## config.mk

```make
export PLATFORM = sky130hd
export DESIGN_NAME = esn_st_rl1_fifo
export DESIGN_NICKNAME = d
export VERILOG_FILES = /design/src/rtl/esn_st_pkg.sv /design/src/rtl/esn_st_fifo_ram.sv /design/src/rtl/esn_st_rl1_fifo.sv
export SDC_FILE = /design/constraint.sdc
export NUM_CORES = 1
export LEC_CHECK = 0
export CORE_ASPECT_RATIO = 0.6
export CORE_MARGIN = 10
export CORE_UTILIZATION = 55
export CTS_BUF_LIST = sky130_fd_sc_hd__clkbuf_4
export DETAILED_ROUTE_END_ITERATION = 12
export DONT_BUFFER_PORTS = 1
export HOLD_SLACK_MARGIN = 0.15
export PLACE_DENSITY = 0.67
export SLEW_MARGIN = 20
export SYNTH_ARGS = -nofsm -noshare
export SYNTH_HDL_FRONTEND = slang
export SYNTH_SLANG_ARGS = --single-unit
export TNS_END_PERCENT = 50
```

## constraint.sdc

```tcl
create_clock -name clk -period 4.88 [get_ports clk]
set_input_delay 0.244 -clock clk [delete_from_list [all_inputs] [get_ports clk]]
set_output_delay 0.244 -clock clk [all_outputs]
set_load 0.01 [all_outputs]
```

## src/rtl/esn_st_pkg.sv

```systemverilog
// rtl/esn_st_pkg.sv - shared constants for the streaming FIFO slice
package esn_st_pkg;

  localparam int ST_DATA_W     = 32;
  localparam int ST_FIFO_DEPTH = 16;
  localparam int DROP_CNT_W    = 16;

endpackage

```

## src/rtl/esn_st_fifo_ram.sv

```systemverilog
// rtl/esn_st_fifo_ram.sv - simple dual-port storage, synchronous write, asynchronous read
module esn_st_fifo_ram #(
  parameter int DEPTH  = 16,
  parameter int DATA_W = 32
) (
  input  logic                     clk,
  input  logic                     wr_en,
  input  logic [$clog2(DEPTH)-1:0] wr_addr,
  input  logic [DATA_W-1:0]        wr_data,
  input  logic [$clog2(DEPTH)-1:0] rd_addr,
  output logic [DATA_W-1:0]        rd_data
);

  // Contents are deliberately left unreset; the FIFO qualifies reads with its own count.
  logic [DATA_W-1:0] mem [DEPTH];

  always_ff @(posedge clk) begin
    if (wr_en) begin
      mem[wr_addr] <= wr_data;
    end
  end

  assign rd_data = mem[rd_addr];

endmodule

```

## src/rtl/esn_st_rl1_fifo.sv

```systemverilog
// rtl/esn_st_rl1_fifo.sv - FWFT FIFO, readyLatency-1 sink, sticky overflow; optional ESN_ST_FIFO_DROP_CNT_EN adds drop_count
module esn_st_rl1_fifo
  import esn_st_pkg::*;
#(
  parameter int DEPTH  = ST_FIFO_DEPTH,
  parameter int DATA_W = ST_DATA_W
) (
  input  logic                     clk,
  input  logic                     reset_n,
  input  logic                     in_valid,
  input  logic [DATA_W-1:0]        in_data,
  output logic                     in_ready,
  output logic                     out_valid,
  output logic [DATA_W-1:0]        out_data,
  input  logic                     out_ready,
  input  logic                     overflow_clr,
  output logic [$clog2(DEPTH):0]   fill_level,
`ifdef ESN_ST_FIFO_DROP_CNT_EN
  output logic [DROP_CNT_W-1:0]    drop_count,
`endif
  output logic                     overflow
);

  localparam int AW = $clog2(DEPTH);
  localparam int CW = AW + 1;

  logic [AW-1:0] rd_ptr_q, rd_ptr_d;
  logic [AW-1:0] wr_ptr_q, wr_ptr_d;
  logic [CW-1:0] count_q, count_d;
  logic          in_ready_q, in_ready_d;
  logic          overflow_q, overflow_d;
  logic          full;
  logic          rd_en;
  logic          wr_en;
  logic          drop;

  assign full  = (count_q == CW'(DEPTH));
  assign rd_en = (count_q != '0) && out_ready;
  // in_valid is not qualified by in_ready: the sink absorbs one in-flight word after deassertion.
  assign wr_en = in_valid && (!full || rd_en);
  assign drop  = in_valid && full && !rd_en;

  always_comb begin
    rd_ptr_d   = rd_ptr_q;
    wr_ptr_d   = wr_ptr_q;
    count_d    = count_q;
    overflow_d = overflow_q;
    if (rd_en) begin
      rd_ptr_d = rd_ptr_q + AW'(1);
    end
    if (wr_en) begin
      wr_ptr_d = wr_ptr_q + AW'(1);
    end
    if (wr_en && !rd_en) begin
      count_d = count_q + CW'(1);
    end else if (rd_en && !wr_en) begin
      count_d = count_q - CW'(1);
    end
    if (drop) begin
      overflow_d = 1'b1;
    end else if (overflow_clr) begin
      overflow_d = 1'b0;
    end
    in_ready_d = (count_d <= CW'(DEPTH - 2));
  end

  always_ff @(posedge clk or negedge reset_n) begin
    if (!reset_n) begin
      rd_ptr_q   <= '0;
      wr_ptr_q   <= '0;
      count_q    <= '0;
      in_ready_q <= 1'b0;
      overflow_q <= 1'b0;
    end else begin
      rd_ptr_q   <= rd_ptr_d;
      wr_ptr_q   <= wr_ptr_d;
      count_q    <= count_d;
      in_ready_q <= in_ready_d;
      overflow_q <= overflow_d;
    end
  end

`ifdef ESN_ST_FIFO_DROP_CNT_EN
  logic [DROP_CNT_W-1:0] drop_cnt_q, drop_cnt_d;

  // A drop coinciding with a clear restarts the tally at one.
  always_comb begin
    drop_cnt_d = drop_cnt_q;
    if (drop) begin
      if (overflow_clr) begin
        drop_cnt_d = DROP_CNT_W'(1);
      end else if (drop_cnt_q != '1) begin
        drop_cnt_d = drop_cnt_q + DROP_CNT_W'(1);
      end
    end else if (overflow_clr) begin
      drop_cnt_d = '0;
    end
  end

  always_ff @(posedge clk or negedge reset_n) begin
    if (!reset_n) begin
      drop_cnt_q <= '0;
    end else begin
      drop_cnt_q <= drop_cnt_d;
    end
  end

  assign drop_count = drop_cnt_q;
`endif

  esn_st_fifo_ram #(
    .DEPTH  (DEPTH),
    .DATA_W (DATA_W)
  ) u_ram (
    .clk     (clk),
    .wr_en   (wr_en),
    .wr_addr (wr_ptr_q),
    .wr_data (in_data),
    .rd_addr (rd_ptr_q),
    .rd_data (out_data)
  );

  assign in_ready   = in_ready_q;
  assign out_valid  = (count_q != '0);
  assign fill_level = count_q;
  assign overflow   = overflow_q;

endmodule

```

==> metrics.csv, run 1 <==
stage;metric;value;unit
synth;Post-Syn Nets;865;
final_layout;area grow syn2layout;13.10;%
critical_path;crit path capture type;primary output;
critical_path;Critical Path Fanout Max;60;
timing;Slew Limit Fails;0;
place;pre-CTS setup slack;1340;ps
critical_path;cells on worst reg2reg path;7;
place;dpl hpwl;24900;um
die;Top Ports;77;
timing;Rel. slew slack;0.2559;
drt;antenna-violating nets left;0;
final_layout;# fillers;2363;
drt;initial DRC count;1012;
power;Power Dens Cells;550.9;nW/um^2
timing;final setup fails;0;
synth;FF+latch count, synth;527;
synth;ranking of synthesized cells by area;edfxtp_1, mux4_2, dfrtp_1, buf_6, ha_1;
min_path;Hold Path Class;primary input to flip-flop;
critical_path;Reg-to-Reg Start;fill_level[0];
place;gpl congestion;0.7934;
die;die extent in x;267.4;um
critical_path;startpoint class of the critical path;flip-flop;
synth;top-count cell post-synth;edfxtp_1;
timing;setup TNS;0;ps
drt;routed wire length;42580;um
cts;htree depth;3;
synth;Avg Cell Area, Syn;24.60;um^2
critical_path;R2R Setup Slk;1290;ps
drt;Vias per Instance;6.149;
synth;Post-synth EDFFs;512;
synth;Synth Flop Type;edfxtp_1;
final_layout;Final nets;1009;
die;die area;45030;um^2
cts;Num Clock Sinks;527;
synth;Seq/Total Area, Yosys;0.7799;
cts;Root Buffer Master;clkbuf_4;
timing;Hold Fails Final Rpt;0;
timing;Slew @ Worst Pin;1116;ps
power;Lkg Pwr;0.007296;uW
global_routing;largest net degree at the start of global routing;61;
global_routing;vias in the first global route;9727;
timing;RSZ-0062 raised after global routing;no;
synth;Yosys warning count;0;
job;number of max-cap violations;0;
final_layout;Final Instance Count excl. Fillers;1534;
place;Port Buffers;0;
synth;Synth Instances;821;
cts;clock slew at reported path FFs;70;ps
place;placed cell count;1287;
timing;final worst setup slack;1250;ps
die;Initial Util;0.5566;
synth;synthesized area;20190;um^2
critical_path;Data arrival, critical path;3390;ps
die;Core Rows;54;
die;die height;168.4;um
global_routing;first-pass GRT wire length;64130;um
critical_path;Worst setup endpoint;out_data[15];
synth;ys async rst share;0.02846;
die;Core Region;36280;um^2
synth;top cells by count, synth;edfxtp_1, mux4_2, clkbuf_1, dfrtp_1, nor2_1;
critical_path;Reg-to-Reg End;u_ram.mem[15][7];
drt;via count;9432;
status;outcome;finished clean;
final_layout;final core occ;0.6295;
drt;DRC;0;
power;VDD IR max;0.2768;mV
global_routing;initial antenna violation count;10;
final_layout;share of cells above drive strength 1;0.3798;
timing;Clock Skew;18.26;ps
global_routing;GRT Total Usage;0.1937;
synth;library cells used by synthesis;37;
global_routing;GRT overflow;0;
critical_path;crit path from;rd_ptr_q[1];
synth;top-area cell type share of the netlist area;0.7613;
timing;maximum clock frequency;0.2755;GHz
timing;Tcrit/Tclk final;0.7439;
critical_path;Worst EP required;4640;ps
cts;Num CTS Buffers;113;
cts;CTS Buffer Depth;3;
cts;CTS tree;done;
drt;drt wl/cell;27.76;um
drt;1st-pass router iterations;6;
critical_path;WS Path Type;flip-flop to primary output;
synth;largest area contributor in the netlist;edfxtp_1;
timing;post-layout min period;3630;ps
cts;Skew-Pair Late Insertion Delay;820;ps
==> what timing repair did <==
action                    4_1_cts  5_1_grt
resized for setup               0        0
buffers inserted                0        0
hold buffers                   39        0
hold endpoints to repair      542        0
==> sequential cells by signal, summed over array words and instances, names as in the netlist <==
signal	cells
fill_level	5
in_ready	1
overflow	1
rd_ptr_q	4
u_ram.mem	512
wr_ptr_q	4
==> power by group <==
| group | total, uW | switching [uW] | internal [uW] |
|---|---|---|---|
| logic | 3360 | 1680 | 1680 |
| registers | 5940 | 486 | 5460 |
| clock network | 3290 | 1580 | 1700 |
| total | 12600 | 3750 | 8830 |
==> worst min-delay path by stage <==
stage	start	end	cells past startpoint
2_1_floorplan	reset_n	fill_level[0]	0
6_report	in_valid	fill_level[4]	3
5_1_grt	in_valid	fill_level[4]	3
4_1_cts	in_valid	fill_level[4]	3
3_3_place_gp	reset_n	fill_level[3]	0
3_5_place_dp	reset_n	fill_level[4]	0
==> metal layers <==
layer | share of wire | GRT usage
met5 | 0.0013 | 0
met4 | 0.015 | 0.04922
met3 | 0.083 | 0.05893
met1 | 0.44 | 0.2857
met2 | 0.46 | 0.2796
==> cell type report <==
| type | instances | area [um^2] | area share |
|---|---|---|---|
| Tap cell | 476 | 595.6 | 0.02608 |
| Clock inverter | 19 | 98.84 | 0.004328 |
| Antenna cell | 10 | 25.02 | 0.001096 |
| Timing Repair Buffer | 73 | 720.7 | 0.03155 |
| Clock buffer | 179 | 1344 | 0.05884 |
| Sequential cell | 527 | 15760 | 0.6900 |
| Inverter | 7 | 26.28 | 0.001150 |
| Multi-Input combinational cell | 243 | 4269 | 0.1869 |
==> cell families after synthesis <==
logic type | count (synthesis) | synth area share
muxes | 161 | 0.1790
DFF | 527 | 0.7799
buffers and inverters | 51 | 0.01413
adders and majority gates | 7 | 0.004337
xor gates and xnor gates | 6 | 0.002602
AOI/OAI and AO/OA | 20 | 0.006878
and+or+nand+nor | 49 | 0.01313
==> metrics by stage <==
stage          total power, uW  hold slack [ps]  area (um^2)
6_report                 12580            260.6        22840
5_1_grt                  13200            162.2        22830
4_1_cts                  12750            160.8        22810
3_5_place_dp              9364           -50.66        20980
3_3_place_gp              9241           -50.61        20900
2_1_floorplan             8411           -51.59        20190
==> cell usage in the layout, fill, tap and decap left out, types with 2 or more instances in the layout <==
| master | count |
|---|---|
| nand3_1 | 4 |
| dfrtp_4 | 2 |
| edfxtp_1 | 512 |
| a211oi_1 | 3 |
| clkinv_1 | 17 |
| a31oi_1 | 2 |
| o2111ai_1 | 2 |
| a21oi_1 | 5 |
| nand2b_1 | 2 |
| dfrtp_2 | 2 |
| a2111oi_0 | 2 |
| ha_1 | 7 |
| o21ai_0 | 2 |
| diode_2 | 10 |
| nand2_1 | 9 |
| mux4_2 | 160 |
| nor2b_1 | 2 |
| nor3_2 | 4 |
| buf_4 | 28 |
| nor2_4 | 12 |
| dfrtp_1 | 11 |
| clkbuf_4 | 179 |
| buf_12 | 6 |
| xnor2_1 | 5 |
| dlygate4sd3_1 | 39 |
| and3_1 | 7 |
| inv_1 | 7 |
==> critical path, stage by stage, from the launching register on <==
cell     delay [ps]
dfrtp_4        1030
buf_4           520
mux4_2          430
mux4_2          560
No activity file was read; power rests on OpenSTA's default activity.
==> run 2: changes to the inputs <==
==> constraint.sdc (replaced) <==
create_clock -name clk -period 3.55 [get_ports clk]
set_input_delay 0.1775 -clock clk [delete_from_list [all_inputs] [get_ports clk]]
set_output_delay 0.1775 -clock clk [all_outputs]
set_load 0.01 [all_outputs]
==> run 2 against run 1 <==
Against the previous run:
- critical path depth unchanged
- count of clock-buffer cells in the layout down 5
- die area unchanged
- final area up 0.40%
- wire length about the same
- first-iteration DRC count down 4.2%
- combinational power up 46%
- core utilization up 0.25 points
- critical endpoint is now out_data[7]
==> metrics.csv, run 2 (synthesis results as in run 1) <==
stage;metric;value;unit;change
status;outcome;finished clean;;unchanged
die;die area;45030;um^2;unchanged
final_layout;FF+latch area;15760;um^2;unchanged
critical_path;Data arrival, critical path;3050;ps;was 3390 ps
cts;CTS Buffer Depth;3;;unchanged
critical_path;Reg-to-Reg Start;fill_level[0];;unchanged
critical_path;startpoint class of the critical path;flip-flop;;unchanged
timing;Slew @ Worst Pin;1142;ps;was 1116 ps
die;Core Rows;54;;unchanged
final_layout;max reg flops;512;;unchanged
die;die height;168.4;um;unchanged
final_layout;Final nets;1008;;was 1009
die;Core Region;36280;um^2;unchanged
cts;CTS resizes;0;;unchanged
place;pre-CTS setup slack;564.0;ps;was 1340 ps
job;number of max-cap violations;0;;unchanged
global_routing;largest net degree at the start of global routing;57;;was 61
timing;Slew Limit Fails;0;;unchanged
cts;hold_buf cts;39;;unchanged
timing;Hold Fails Final Rpt;0;;unchanged
min_path;Hold Path Class;primary input to flip-flop;;unchanged
cts;CTS tree;done;;unchanged
power;VDD IR max;0.4445;mV;was 0.2768 mV
die;Initial Util;0.5566;;unchanged
min_path;Hold Path Sink;rd_ptr_q[2];;was fill_level[4]
final_layout;commonest non-fill, non-tap cell in the layout;edfxtp_1;;unchanged
cts;Root Buffer Master;clkbuf_4;;unchanged
timing;final worst setup slack;324.3;ps;was 1250 ps
timing;maximum clock frequency;0.3100;GHz;
final_layout;largest register by flop count;u_ram.mem;;unchanged
die;Top Ports;77;;unchanged
min_path;hold path start;out_ready;;was in_valid
critical_path;slowest stage delay, CP;670;ps;was 1030 ps
place;Port Buffers;0;;unchanged
critical_path;crit path capture type;primary output;;unchanged
drt;drt wl/cell;27.95;um;was 27.76 um
drt;DRC;0;;unchanged
global_routing;GRT Total Usage;0.1943;;was 0.1937
drt;Vias per Instance;6.185;;was 6.149
critical_path;Worst EP required;3370;ps;was 4640 ps
die;die extent in x;267.4;um;unchanged
cts;clock slew at reported path FFs;70;ps;about the same
critical_path;WS Path Type;flip-flop to primary output;;unchanged
final_layout;area grow syn2layout;13.55;%;was 13.10%
final_layout;# fillers;2397;;was 2363
place;dpl hpwl;25240;um;was 24900 um
drt;antenna-violating nets left;0;;unchanged
power;Lkg Pwr;0.007322;uW;was 0.007296 uW
critical_path;Critical Path Fanout Max;42;;was 60
timing;final setup fails;0;;unchanged
drt;1st-pass router iterations;5;;was 6
critical_path;Worst path slowest cell;dfrtp_4;;unchanged
critical_path;cell chain of the critical path;buf_12 -> mux4_2 -> mux4_2;;was buf_4 -> mux4_2 -> mux4_2
cts;Skew-Pair Late Insertion Delay;800;ps;was 820 ps
timing;RSZ-0062 raised after global routing;no;;unchanged
final_layout;multi-input logic area;4282;um^2;was 4269 um^2
cts;htree depth;3;;unchanged
cts;Num Clock Sinks;527;;unchanged
timing;Tcrit/Tclk final;0.9087;;
global_routing;vias in the first global route;9877;;was 9727
timing;post-layout min period;3226;ps;
timing;hold slack final;282.5;ps;was 260.6 ps
global_routing;first-pass GRT wire length;64170;um;was 64130 um
global_routing;initial antenna violation count;2;;was 10
critical_path;Reg-to-Reg End;u_ram.mem[8][11];;was u_ram.mem[15][7]
cts;post-CTS setup buffer count;0;;unchanged
cts;Num CTS Buffers;116;;was 113
timing;Clock Skew;29.89;ps;was 18.26 ps
final_layout;share of cells above drive strength 1;0.3776;;was 0.3798
critical_path;cells on worst reg2reg path;8;;was 7
global_routing;GRT overflow;0;;unchanged
place;gpl congestion;0.7869;;was 0.7934
min_path;Worst Hold Depth;3;;unchanged
drt;via count;9426;;was 9432
final_layout;most frequent cells in the layout;edfxtp_1, clkbuf_4, mux4_2, dlygate4sd3_1, clkinv_1;;was edfxtp_1, clkbuf_4, mux4_2, dlygate4sd3_1, buf_4
drt;routed wire length;42600;um;was 42580 um
power;Power Dens Cells;764.0;nW/um^2;was 550.9 nW/um^2
critical_path;R2R Setup Slk;500;ps;was 1290 ps
critical_path;most frequent CP cell;mux4_2;;unchanged
timing;Rel. slew slack;0.2387;;was 0.2559
drt;initial DRC count;970;;was 1012
==> run 2: cell types whose count changed in the layout (fill, tap and decap cells not counted) <==
cell / delta
bufinv_16: +1
inv_2: +4
nor3_4: +2
nor3_2: -2
clkbuf_4: -5
diode_2: -8
clkinv_2: +1
clkinv_1: +1
buf_4: -13
buf_12: +9
==> run 2: stage by stage <==
stage	power (uW)	setup TNS [ps]	instance area (um^2)	cells	utilization
after global routing	18380	0	22930	1524	0.6320
after floorplan	11560	-45830	20200	821	-
after CTS	17790	0	22930	1522	0.6319
after global placement	12950	0	21080	1283	0.5809
after detailed placement	13060	0	21080	1283	0.5809
final	17520	0	22930	1524	0.6320
==> run 2: cell type report <==
class | instances | area share
flip-flops and latches | 527 | 0.6873
repair buffers | 69 | 0.03503
diodes | 2 | 0.0002183
inverters | 7 | 0.001146
multi-input cells | 243 | 0.1867
clock inverters | 26 | 0.006657
well taps | 476 | 0.02597
clock buffers | 174 | 0.05697
==> run 2: routing by layer <==
layer / up-vias / part of all wire / track usage
li1: 3915 / - / -
met1: 5083 / 0.43 / 0.2738
met2: 386 / 0.48 / 0.2916
met3: 42 / 0.081 / 0.05820
met4: 0 / 0.013 / 0.05685
met5: - / 0 / 0
==> run 2: report_power, final <==
| group | switching [uW] | internal [uW] |
|---|---|---|
| clock network | 2210 | 2360 |
| logic | 2510 | 2390 |
| registers | 545 | 7500 |
| total | 5260 | 12300 |
==> run 2: critical path: cells and delay by family, from the launching register on <==
kind | cells | cell delay, ps
buffers and inverters | 1 | 380
muxes | 2 | 1180
DFF | 1 | 670
==> run 2: worst max path at each step <==
stage,end,startpoint,slack [ps],cells past startpoint
CTS,out_data[7],rd_ptr_q[0],200,3
detailed placement,u_ram.mem[8][9],fill_level[0],560,8
global route,out_data[7],rd_ptr_q[0],140,3
finish,out_data[7],rd_ptr_q[0],320,3
floorplan,u_ram.mem[1][0],fill_level[0],-720,6
global placement,u_ram.mem[8][9],fill_level[0],670,8
==> run 3: changes to the inputs <==
--- a/config.mk
+++ b/config.mk
@@ -5,6 +5,7 @@
 export SDC_FILE = /design/constraint.sdc
 export NUM_CORES = 1
 export LEC_CHECK = 0
+export ABC_AREA = 1
 export CORE_ASPECT_RATIO = 0.6
 export CORE_MARGIN = 10
 export CORE_UTILIZATION = 55
==> run 3 against run 2 <==
Against the previous run:
- wire length rose by 20%
- core utilization fell by 0.86 points
- sequential share of layout area decreased by 1.3 points
- clock skew rose by 32 ps
- register-to-register slack better by 180 ps
- combinational power rose by 23%
==> metrics.csv, run 3 <==
stage;metric;value;unit;change
global_routing;initial antenna violation count;3;;was 2
die;Top Ports;77;;unchanged
timing;Slew Limit Fails;0;;unchanged
synth;FF+latch count, synth;527;;unchanged
timing;Slew @ Worst Pin;1138;ps;was 1142 ps
synth;top-count cell post-synth;edfxtp_1;;unchanged
place;dpl hpwl;28490;um;was 25240 um
cts;CTS tree;done;;unchanged
critical_path;R2R Setup Slk;680;ps;was 500 ps
drt;Vias per Instance;5.992;;was 6.185
die;die extent in x;271.2;um;was 267.4 um
timing;Clock Skew;61.63;ps;was 29.89 ps
power;Power Dens Cells;784.1;nW/um^2;was 764.0 nW/um^2
global_routing;largest net degree at the start of global routing;175;;was 57
global_routing;first-pass GRT wire length;76510;um;was 64170 um
power;VDD IR max;0.7177;mV;was 0.4445 mV
status;outcome;finished clean;;unchanged
power;P_sw;6906;uW;was 5264 uW
synth;largest area contributor in the netlist;edfxtp_1;;unchanged
synth;Seq/Total Area, Yosys;0.7564;;was 0.7799
synth;ranking of synthesized cells by area;edfxtp_1, mux2i_1, o21ai_0, nor2_1, o221ai_1;;was edfxtp_1, mux4_2, dfrtp_1, buf_6, ha_1
cts;clock slew at reported path FFs;70;ps;about the same
timing;Rel. slew slack;0.2412;;was 0.2387
power;combinational power share;0.330;;was 0.279
timing;post-layout min period;3354;ps;was 3226 ps
global_routing;GRT Total Usage;0.2186;;was 0.1943
cts;post-CTS setup buffer count;0;;unchanged
critical_path;Reg-to-Reg Start;fill_level[0];;unchanged
die;Core Region;37500;um^2;was 36280 um^2
global_routing;GRT overflow;0;;unchanged
critical_path;Worst EP required;3370;ps;about the same
global_routing;GRT busiest layer;met2;;unchanged
drt;initial DRC count;1414;;was 970
final_layout;area grow syn2layout;12.29;%;was 13.55%
final_layout;max reg flops;512;;unchanged
critical_path;crit path from;rd_ptr_q[0];;unchanged
synth;ys async rst share;0.02846;;unchanged
timing;RSZ-0062 raised after global routing;no;;unchanged
drt;1st-pass router iterations;5;;unchanged
final_layout;most frequent cells in the layout;edfxtp_1, nor2_1, clkbuf_4, o21ai_0, mux2i_1;;was edfxtp_1, clkbuf_4, mux4_2, dlygate4sd3_1, clkinv_1
place;Port Buffers;0;;unchanged
critical_path;Critical Path Fanout Max;174;;was 42
synth;Avg Cell Area, Syn;14.82;um^2;was 24.60 um^2
synth;synthesized area;20820;um^2;was 20190 um^2
synth;Synth Flop Type;edfxtp_1;;unchanged
cts;CTS Buffer Depth;3;;unchanged
drt;drt wl/cell;24.37;um;was 27.95 um
cts;htree depth;3;;unchanged
global_routing;met3 usage;0.05423;;was 0.05820
global_routing;met2 GRT Util;0.3316;;was 0.2916
cts;Root Buffer Master;clkbuf_4;;unchanged
min_path;Hold Path Class;primary input to flip-flop;;unchanged
critical_path;startpoint class of the critical path;flip-flop;;unchanged
timing;final worst setup slack;196.0;ps;was 324.3 ps
die;die area;46290;um^2;was 45030 um^2
timing;maximum clock frequency;0.2981;GHz;was 0.3100 GHz
synth;Yosys warning count;0;;unchanged
critical_path;WS Path Type;flip-flop to primary output;;unchanged
final_layout;share of cells above drive strength 1;0.1491;;was 0.3776
place;pre-CTS setup slack;746.2;ps;was 564.0 ps
final_layout;# fillers;2829;;was 2397
cts;Num CTS Buffers;119;;was 116
timing;setup TNS;0;ps;unchanged
drt;routed wire length;51150;um;was 42600 um
power;Sw Share;0.3767;;was 0.3005
power;P_int;11430;uW;was 12250 uW
synth;top-area cell type share of the netlist area;0.7384;;was 0.7613
drt;antenna-violating nets left;0;;unchanged
timing;final setup fails;0;;unchanged
timing;Hold Fails Final Rpt;0;;unchanged
drt;via count;12580;;was 9426
synth;Synth Instances;1405;;was 821
job;number of max-cap violations;0;;unchanged
die;Core Rows;55;;was 54
synth;top cells by count, synth;edfxtp_1, nor2_1, o21ai_0, mux2i_1, o221ai_1;;was edfxtp_1, mux4_2, clkbuf_1, dfrtp_1, nor2_1
timing;Tcrit/Tclk final;0.9448;;was 0.9087
global_routing;vias in the first global route;12040;;was 9877
synth;Post-Syn Nets;1449;;was 865
die;Initial Util;0.5552;;was 0.5566
final_layout;commonest non-fill, non-tap cell in the layout;edfxtp_1;;unchanged
final_layout;largest register by flop count;u_ram.mem;;unchanged
die;die height;170.7;um;was 168.4 um
final_layout;Final nets;1544;;was 1008
synth;Post-synth EDFFs;512;;unchanged
synth;library cells used by synthesis;31;;was 37
global_routing;GRT met1 Usage;0.3115;;was 0.2738
drt;DRC;0;;unchanged
power;Lkg Pwr;0.007776;uW;was 0.007322 uW
min_path;hold path start;out_ready;;unchanged
cts;Skew-Pair Late Insertion Delay;820;ps;was 800 ps
cts;Num Clock Sinks;527;;unchanged
place;gpl congestion;0.8051;;was 0.7869
power;clock power share;0.243;;was 0.261
critical_path;Data arrival, critical path;3180;ps;was 3050 ps
critical_path;crit path capture type;primary output;;unchanged
power;Reg power frac;0.427;;was 0.459
## run 3: cell types whose count changed after synthesis, moves of 58 or more
cell,delta
o21ai_0,+164
mux4_2,-160
o211ai_1,+58
mux2i_1,+95
o221ai_1,+70
nor2_1,+202
## run 3: worst paths after layout
kind / endpoint / depth (start not counted)
worst max-delay path: out_data[28] / 5
worst min register to register: wr_ptr_q[0] / 1
min in group asynchronous: rd_ptr_q[0] / 2
max in group asynchronous: rd_ptr_q[1] / 2
worst max register to register: u_ram.mem[10][19] / 10
worst min-delay path: rd_ptr_q[0] / 3
## run 3: repair_timing
action	in CTS	in global routing
resized for setup	0	1
setup endpoints to repair	0	2
endpoints found under the hold margin	598	0
hold buffers	38	0
## run 3: final cells by class
| cell class | count | area, um^2 | area share |
|---|---|---|---|
| flip-flops and latches | 527 | 15760 | 0.6742 |
| multi-input cells | 766 | 4652 | 0.1990 |
| clock buffers | 169 | 1269 | 0.05427 |
| repair buffers | 69 | 833.3 | 0.03564 |
| well taps | 513 | 641.9 | 0.02745 |
| clock inverters | 35 | 145.1 | 0.006208 |
| inverters | 17 | 68.82 | 0.002943 |
| diodes | 3 | 7.507 | 0.0003211 |
## run 3: cell families after synthesis
logic type,Yosys count,synth area share
adders and majority gates,7,0.004206
buffers and inverters,112,0.02590
xor gates and xnor gates,9,0.003786
AOI/OAI and AO/OA,323,0.09885
muxes,95,0.04567
DFF,527,0.7564
and+or+nand+nor,332,0.06514
## run 3: worst max-delay path: stages (launching register included)
cell and delay [ps]:
dfrtp_4 590, buf_16 530, mux2i_1 290, o22ai_1 160, o211ai_1 330, nand2_1 180
## run 3: routing by layer
metal | wire, um | part of all wire
met4 | 850 | 0.017
met2 | 23270 | 0.45
met5 | 0 | 0
met3 | 4461 | 0.087
met1 | 22570 | 0.44
## run 3: power by group through the flow
stage | sequential [uW] | clock (uW) | combinational (uW)
2_1_floorplan | 7790 | 0 | 4170
3_3_place_gp | 7930 | 0 | 5810
3_5_place_dp | 7950 | 0 | 5900
4_1_cts | 7820 | 4560 | 6060
5_1_grt | 7870 | 4880 | 6560
6_report | 7820 | 4460 | 6050
## run 3: per-stage QoR
step	util	cell area, um^2	hold WS (ps)	instances	power, uW
2_1_floorplan	-	20820	-118.1	1405	11950
3_3_place_gp	0.5751	21570	-117.5	1854	13740
3_5_place_dp	0.5751	21570	-117.4	1854	13840
4_1_cts	0.6230	23360	182.1	2096	18430
5_1_grt	0.6233	23380	222.4	2098	19310
6_report	0.6234	23380	251.4	2099	18330
